## src/rtl/tick_rst_gen.sv

```systemverilog
// Clock-enable and reset generator: stretched reset_out/ready plus NUM_CH divided tick streams.
// Define TICK_RST_GEN_TOGGLE_EN to add the per-channel 50%-duty ch_clk outputs.
module tick_rst_gen #(
    parameter int NUM_CH   = 4,
    parameter int DIV_W    = 16,
    parameter int RST_HOLD = 8
) (
    input  logic                    CLOCK_50,
    input  logic                    reset,
    input  logic [NUM_CH-1:0]       ch_en,
    input  logic [NUM_CH*DIV_W-1:0] ch_div,
    input  logic                    resync,
    output logic                    reset_out,
    output logic                    ready,
    output logic [NUM_CH-1:0]       tick,
    output logic [NUM_CH*8-1:0]     tick_cnt
`ifdef TICK_RST_GEN_TOGGLE_EN
    ,
    output logic [NUM_CH-1:0]       ch_clk
`endif
);

    localparam int HOLD_W = $clog2(RST_HOLD);
    localparam logic [HOLD_W-1:0] HOLD_LAST = HOLD_W'(RST_HOLD - 1);

    logic [HOLD_W-1:0] hold_cnt;

    // reset_out falls on the RST_HOLD-th edge seen with reset low; the counter then parks
    always_ff @(posedge CLOCK_50 or posedge reset) begin
        if (reset) begin
            hold_cnt  <= '0;
            reset_out <= 1'b1;
            ready     <= 1'b0;
        end else if (reset_out) begin
            if (hold_cnt == HOLD_LAST) begin
                reset_out <= 1'b0;
                ready     <= 1'b1;
            end else begin
                hold_cnt <= hold_cnt + HOLD_W'(1);
            end
        end
    end

    for (genvar i = 0; i < NUM_CH; i++) begin : g_ch
        logic [DIV_W-1:0] ph;
        logic [DIV_W-1:0] div_q;
        logic [DIV_W-1:0] div_in;
        logic             en_q;
        logic             tick_q;
        logic [7:0]       cnt_q;
        logic             wrap;

        assign div_in = ch_div[i*DIV_W +: DIV_W];
        assign wrap   = ch_en[i] && en_q && (ph == div_q);
        assign tick[i] = tick_q;
        assign tick_cnt[i*8 +: 8] = cnt_q;

        // The first enabled edge only latches the divide, so the first tick lands D+1 edges later
        always_ff @(posedge CLOCK_50 or posedge reset) begin
            if (reset) begin
                ph     <= '0;
                div_q  <= '0;
                en_q   <= 1'b0;
                tick_q <= 1'b0;
                cnt_q  <= '0;
            end else if (reset_out) begin
                ph     <= '0;
                div_q  <= '0;
                en_q   <= 1'b0;
                tick_q <= 1'b0;
                cnt_q  <= '0;
            end else if (resync) begin
                ph     <= '0;
                div_q  <= div_in;
                en_q   <= ch_en[i];
                tick_q <= 1'b0;
            end else if (!ch_en[i]) begin
                ph     <= '0;
                en_q   <= 1'b0;
                tick_q <= 1'b0;
            end else if (!en_q) begin
                ph     <= '0;
                div_q  <= div_in;
                en_q   <= 1'b1;
                tick_q <= 1'b0;
            end else if (wrap) begin
                ph     <= '0;
                div_q  <= div_in;
                tick_q <= 1'b1;
                cnt_q  <= cnt_q + 8'd1;
            end else begin
                ph     <= ph + DIV_W'(1);
                tick_q <= 1'b0;
            end
        end

`ifdef TICK_RST_GEN_TOGGLE_EN
        logic clk_q;

        assign ch_clk[i] = clk_q;

        always_ff @(posedge CLOCK_50 or posedge reset) begin
            if (reset) begin
                clk_q <= 1'b0;
            end else if (reset_out || resync) begin
                clk_q <= 1'b0;
            end else if (wrap) begin
                clk_q <= ~clk_q;
            end
        end
`else
        // No toggle flops in this build.
`endif
    end

endmodule

```

## config.mk

```make
export PLATFORM = sky130hd
export DESIGN_NAME = tick_rst_gen
export DESIGN_NICKNAME = d
export VERILOG_FILES = /design/src/rtl/tick_rst_gen.sv
export SDC_FILE = /design/constraint.sdc
export NUM_CORES = 1
export LEC_CHECK = 0
export ABC_AREA = 1
export CAP_MARGIN = 20
export CORE_MARGIN = 2
export CORE_UTILIZATION = 37
export DETAILED_ROUTE_END_ITERATION = 6
export PLACE_DENSITY = 0.7
export SLEW_MARGIN = 40
export SYNTH_ARGS = -nofsm -noshare
export SYNTH_HDL_FRONTEND = slang
export SYNTH_SLANG_ARGS = --single-unit
```

## constraint.sdc

```tcl
create_clock -name CLOCK_50 -period 5.3 [get_ports CLOCK_50]
set_input_delay 1.06 -clock CLOCK_50 [delete_from_list [all_inputs] [get_ports CLOCK_50]]
set_output_delay 1.06 -clock CLOCK_50 [all_outputs]
set_load 0.005 [all_outputs]
```

==> flow_summary.ini, run 1 <==
[status]
status = completed

[timing]
rsz0062_at_grt = false
final_max_slew_viol_count = 0
tightestPinTransition_ns = 0.805
timing.hold.ws_ns = 0.472
finalHoldViolCount = 0
post-route-period-util_pct = 58.5
setup_viol = 0
finalSetupTns_ns = 0
peak_clock_frequency_supported_by_timing_mhz = 322
final_period_demand_of_the_worst_path_ns = 3.10
worst_clock_skew_ns = 0.0159
worst_slew_margin_rel_pct = 46.2

[final_layout]
final_nets = 1633
most-common-layout-cells = sky130_fd_sc_hd__nand2_1, sky130_fd_sc_hd__nor2_1, sky130_fd_sc_hd__inv_1
drive_gt1_share_pct = 4.28
syn2layout_area_growth_pct = 19.8
register_area_mm2 = 0.00433
num-fill-cells = 2653
multi_input_comb_area_mm2 = 0.00471
antenna_cells = 0
layout_commonest_cell = sky130_fd_sc_hd__nand2_1

[power_and_ir_drop]
pwr_density_cell_mw_per_mm2 = 252
vdd_ir_drop_max_mv = 0.177
total_leakage_power_uw = 0.00626

[floorplan]
die_height_um = 169
die_w_um = 169
fp.coreArea_mm2 = 0.0268
dieArea_mm2 = 0.0285
num_rows = 60
top_level_ports = 109
initial_core_util_pct = 37.5

[global_routing]
grt_use_met1_pct = 22.2
gr-total-overflow = 0
grt-busiest-layer = met2
groute.layer.met3.usage_pct = 2.92
grt_max_degree = 89
number_of_antenna_violations_at_the_first_check_in_global_routing = 0
grt_pass1_wl_um = 39800
gr-usage-met2_pct = 29.1
grt_pass1_vias = 8548
grt_use_total_pct = 17.1

[worst_hold_path]
worst_hold_path_depth = 1
timing.hold.worst_endpoint = ready
min_from = ready
timing.hold.worst.class = flip-flop to flip-flop

[synthesis]
netlist_area_pre_place_mm2 = 0.0100
synth_sequential_area_ratio_pct = 43.1
syn_inst = 1456
yosys_cell_types = 33
yosys_warnings = 0
synth.avg_cell_area_um2 = 6.90
ys_ff_latch = 173
synth.net_count = 1537

[clocking]
cts_setup_buffers = 0
cts_buffer_depth = 2
cts_buffers = 17
holdBufCountCts = 0
clock_latency_ns = 0.43
clkSlewWorstSetupHoldPaths_ns = 0.07
clock_h_tree_levels = 4
ctsRootBufferMaster = sky130_fd_sc_hd__clkbuf_16
cts.sinks = 173
cts_tree = built
cts_resized = 0

[setup_path]
timing.critical_path.required_ns = 5.64
rr_startpoint = reset_out
instance_count_on_the_critical_path = 6
critical_path_class = input port to flip-flop
crit_path_max_fanout = 37
critical_path.n_buffers_inverters = 2
timing.critical_path.from_type = input port
worst_r2r_path_depth = 6
critPathCaptureType = flip-flop
crit_path_cell_chain = clkdlybuf4s50_1 > nor2_8 > inv_1 > nor2_1 > nand3_1 > nor3b_1
cp_slowest_cell = sky130_fd_sc_hd__clkdlybuf4s50_1
cp_top_family = simple AND/OR/NAND/NOR gates
reg2reg_to = g_ch[1].ph[13]
cp.arrival_ns = 3.44
timing.critical_path.slowest_cell_delay_ns = 0.67
ff2ff_setup_slack_ns = 2.65

[detailed_routing]
postRouteAntennaNets = 0
route.vias.total = 8889
routed_via_density = 4.66
post-route-drc-count = 0
drt_iter0_markers = 612
detail_route.first_pass.iterations = 5
detail_route.wl_per_cell_um = 12.3
detail_route.wirelength_um = 23400

[run]
max_cap_violations = 0

[placed_design]
port-buffer-count = 108
post-dp-hpwl_um = 17300
gp_congestion = 0.893
## sequential cells by signal, indices dropped and copies added (netlist names)
signal / flops
ready: 1
g_ch.tick_q: 4
g_ch.cnt_q: 32
g_ch.div_q: 64
g_ch.ph: 64
hold_cnt: 3
reset_out: 1
g_ch.en_q: 4
## stage by stage
step	power [uW]	utilization (%)	std cells	instance area, um2	setup WS, ns
3_3_place_gp	1780	42.5	1872	11400	1.87
4_1_cts	3060	44.9	1906	12000	2.18
3_5_place_dp	1800	42.7	1874	11400	1.73
2_1_floorplan	1670	-	1456	10100	2.03
5_1_grt	3180	44.9	1906	12000	1.98
6_report	3030	44.9	1906	12000	2.20
## where the power goes
part | switching, uW | internal (uW) | total [uW]
clock network | 538 | 724 | 1260
registers | 50.1 | 1370 | 1420
logic | 200 | 143 | 344
total | 789 | 2240 | 3030
## layer usage
metal / vias up / routed length, um
met5: - / 0
met4: 0 / 372
met3: 29 / 939
met2: 170 / 11200
met1: 4072 / 10800
li1: 4618 / -
## worst max-delay path by stage
| stage | startpoint | to | slack [ns] |
|---|---|---|---|
| floorplan | reset | g_ch[0].cnt_q[0] | 2.03 |
| global placement | resync | g_ch[1].ph[14] | 1.87 |
| detailed placement | resync | g_ch[1].ph[13] | 1.73 |
| CTS | resync | g_ch[1].ph[13] | 2.18 |
| global route | resync | g_ch[1].ph[10] | 1.98 |
| finish | resync | g_ch[1].ph[13] | 2.20 |
## area by class of cell
class,count,area share [%]
multi-input combinational,1034,39.1
inverter,213,6.67
clock inverter,12,1.11
clock buffer,20,3.79
tap,341,3.54
sequential,173,36.0
timing repair buffer,113,9.75
## cells by family after synthesis
group / after synthesis / share of synthesized area [%]
DFF: 173 / 43.1
buffers and inverters: 249 / 10.0
and+or+nand+nor: 944 / 39.4
AOI/OAI and AO/OA: 22 / 1.17
xor gates and xnor gates: 58 / 5.05
adders and majority gates: 10 / 1.25
## cells in the mapped netlist
cell type                  count  area, um2
sky130_fd_sc_hd__ha_1         10        125
sky130_fd_sc_hd__buf_6         3       33.8
sky130_fd_sc_hd__nand2_4       6       67.6
sky130_fd_sc_hd__buf_4         7       52.6
sky130_fd_sc_hd__nand2_1     469       1760
sky130_fd_sc_hd__nand2_2       2       12.5
sky130_fd_sc_hd__nor3b_1       7       52.6
sky130_fd_sc_hd__xnor2_1      13        114
sky130_fd_sc_hd__nor2_8        1       20.0
sky130_fd_sc_hd__o21ai_1       2       10.0
sky130_fd_sc_hd__dfstp_2       1       26.3
sky130_fd_sc_hd__buf_8         1       15.0
sky130_fd_sc_hd__nor2_1      253        950
sky130_fd_sc_hd__a21o_1        1       7.51
sky130_fd_sc_hd__o21ai_0       9       45.0
sky130_fd_sc_hd__a31oi_1       4       25.0
sky130_fd_sc_hd__nor3_2        2       20.0
sky130_fd_sc_hd__buf_2         8       40.0
sky130_fd_sc_hd__nand3_1     138        691
sky130_fd_sc_hd__inv_1       204        766
sky130_fd_sc_hd__xor2_1       45        394
sky130_fd_sc_hd__nand4_2       1       12.5
sky130_fd_sc_hd__dfrtp_1     172       4300
sky130_fd_sc_hd__nand3b_1      2       15.0
sky130_fd_sc_hd__inv_2         9       33.8
sky130_fd_sc_hd__nor2_2        3       18.8
sky130_fd_sc_hd__nand4_1      17        106
sky130_fd_sc_hd__nor4_1        2       12.5
sky130_fd_sc_hd__nand3_2       4       40.0
sky130_fd_sc_hd__buf_1         6       22.5
sky130_fd_sc_hd__a21oi_1       6       30.0
sky130_fd_sc_hd__clkbuf_1     11       41.3
sky130_fd_sc_hd__nor3_1       37        185
Power figures use the tool's default switching activity.
==> inputs of run 2 (changes only) <==
- PLACE_DENSITY: 0.7 -> 0.68
- clock period: 5.3 -> 3 ns (I/O delays scaled with it)
==> flow_summary.ini, run 2 (synthesis results as in run 1) <==
[status]
status = completed

[detailed_routing]
drt_iter0_markers = 534
detail_route.first_pass.iterations = 5
postRouteAntennaNets = 0
post-route-drc-count = 0
route.vias.total = 8998
detail_route.wirelength_um = 23600
routed_via_density = 4.69
detail_route.wl_per_cell_um = 12.3

[floorplan]
top_level_ports = 109
die_w_um = 169
fp.coreArea_mm2 = 0.0268
initial_core_util_pct = 37.5
die_height_um = 169
dieArea_mm2 = 0.0285
num_rows = 60

[placed_design]
gp_congestion = 0.902
post-dp-hpwl_um = 17600
port-buffer-count = 108
placed_cell_area_mm2 = 0.0115
numPlacedInstances = 1886

[setup_path]
cp.arrival_ns = 1.86
critPathLaunch = reset_out
timing.critical_path.from_type = flip-flop
crit_path_max_fanout = 27
rr_startpoint = reset_out
critical_path_class = flip-flop to primary output
timing.critical_path.required_ns = 2.40
crit_path_cell_chain = clkdlybuf4s50_1
cp_slowest_cell = sky130_fd_sc_hd__dfstp_4
timing.critical_path.slowest_cell_delay_ns = 0.85
critical_path.n_buffers_inverters = 1
cp_top_family = flip-flops
critPathCaptureType = primary output

[clocking]
clkSlewWorstSetupHoldPaths_ns = 0.07
clock_latency_ns = 0.43
cts_setup_buffers = 0
clock_h_tree_levels = 4
cts_buffer_depth = 2
cts_buffers = 17
cts_resized = 0
cts.sinks = 173
cts_tree = built
ctsRootBufferMaster = sky130_fd_sc_hd__clkbuf_16
holdBufCountCts = 0

[timing]
finalHoldViolCount = 0
peak_clock_frequency_supported_by_timing_mhz = 407
finalSetupTns_ns = 0
rsz0062_at_grt = false
final_max_slew_viol_count = 0
tightestPinTransition_ns = 0.618
worst_clock_skew_ns = 0.0112
timing.hold.ws_ns = 0.465
final_period_demand_of_the_worst_path_ns = 2.46
post-route-period-util_pct = 81.9
worst_slew_margin_rel_pct = 58.7
setup_viol = 0

[final_layout]
layout_cell_area_excl_fill_mm2 = 0.0122
layout_commonest_cell = sky130_fd_sc_hd__nand2_1
antenna_cells = 0
final_nets = 1645
drive_gt1_share_pct = 5.01
syn2layout_area_growth_pct = 21.5
final_cells = 1918
most-common-layout-cells = sky130_fd_sc_hd__nand2_1, sky130_fd_sc_hd__nor2_1, sky130_fd_sc_hd__inv_1
layout_top_registers = g_ch.div_q (64), g_ch.ph (64), g_ch.cnt_q (32)
postLayoutCoreUtil_pct = 45.5

[global_routing]
grt_use_total_pct = 17.3
grt_pass1_wl_um = 40500
number_of_antenna_violations_at_the_first_check_in_global_routing = 1
grt_pass1_vias = 8663
grt_max_degree = 60
gr-total-overflow = 0

[power_and_ir_drop]
vdd_ir_drop_max_mv = 0.312
pwr_density_cell_mw_per_mm2 = 462
total_leakage_power_uw = 0.00635

[worst_hold_path]
timing.hold.worst.class = flip-flop to flip-flop
min_from = ready

[run]
max_cap_violations = 0
## run 2: changes by cell type in the layout (fill, tap and decap cells not counted), sizes merged
cell and change:
clkinv -1, clkbuf -2, bufinv +3, buf +12
## run 2: routing by layer
metal / GRT usage (%) / share of wire, % / vias up
li1: - / - / 4649
met4: 4.80 / 1.9 / 2
met5: 0 / 0.055 / -
met2: 29.4 / 47 / 174
met3: 2.97 / 3.8 / 28
met1: 22.8 / 47 / 4145
## run 2: cell type report
class | count | area [um2]
clock inverters | 14 | 229
multi-input cells | 1034 | 4710
inverters | 213 | 803
repair buffers | 125 | 1260
flip-flops and latches | 173 | 4330
fillers | 2637 | 14600
clock buffers | 18 | 439
well taps | 341 | 427
## run 2: worst paths after layout
path	depth (start not counted)	end	slack (ns)
worst max-delay path	1	reset_out	0.54
max in group asynchronous	3	reset_out	1.70
worst min-delay path	1	ready	0.47
worst min register to register	1	ready	0.47
min in group asynchronous	2	g_ch[1].div_q[1]	0.59
worst max register to register	6	hold_cnt[1]	1.02
## run 2: power breakdown
| group | internal (uW) | total (uW) | switching (uW) |
|---|---|---|---|
| registers | 2430 | 2520 | 88.3 |
| clock network | 1520 | 2510 | 987 |
| logic | 259 | 614 | 356 |
## run 2: per-stage QoR
stage | setup slack, ns | total power [uW]
final | 0.543 | 5640
after global routing | 0.485 | 5920
after CTS | 0.520 | 5700
after detailed placement | 0.324 | 3180
after global placement | 0.489 | 3170
after floorplan | 0.190 | 2960
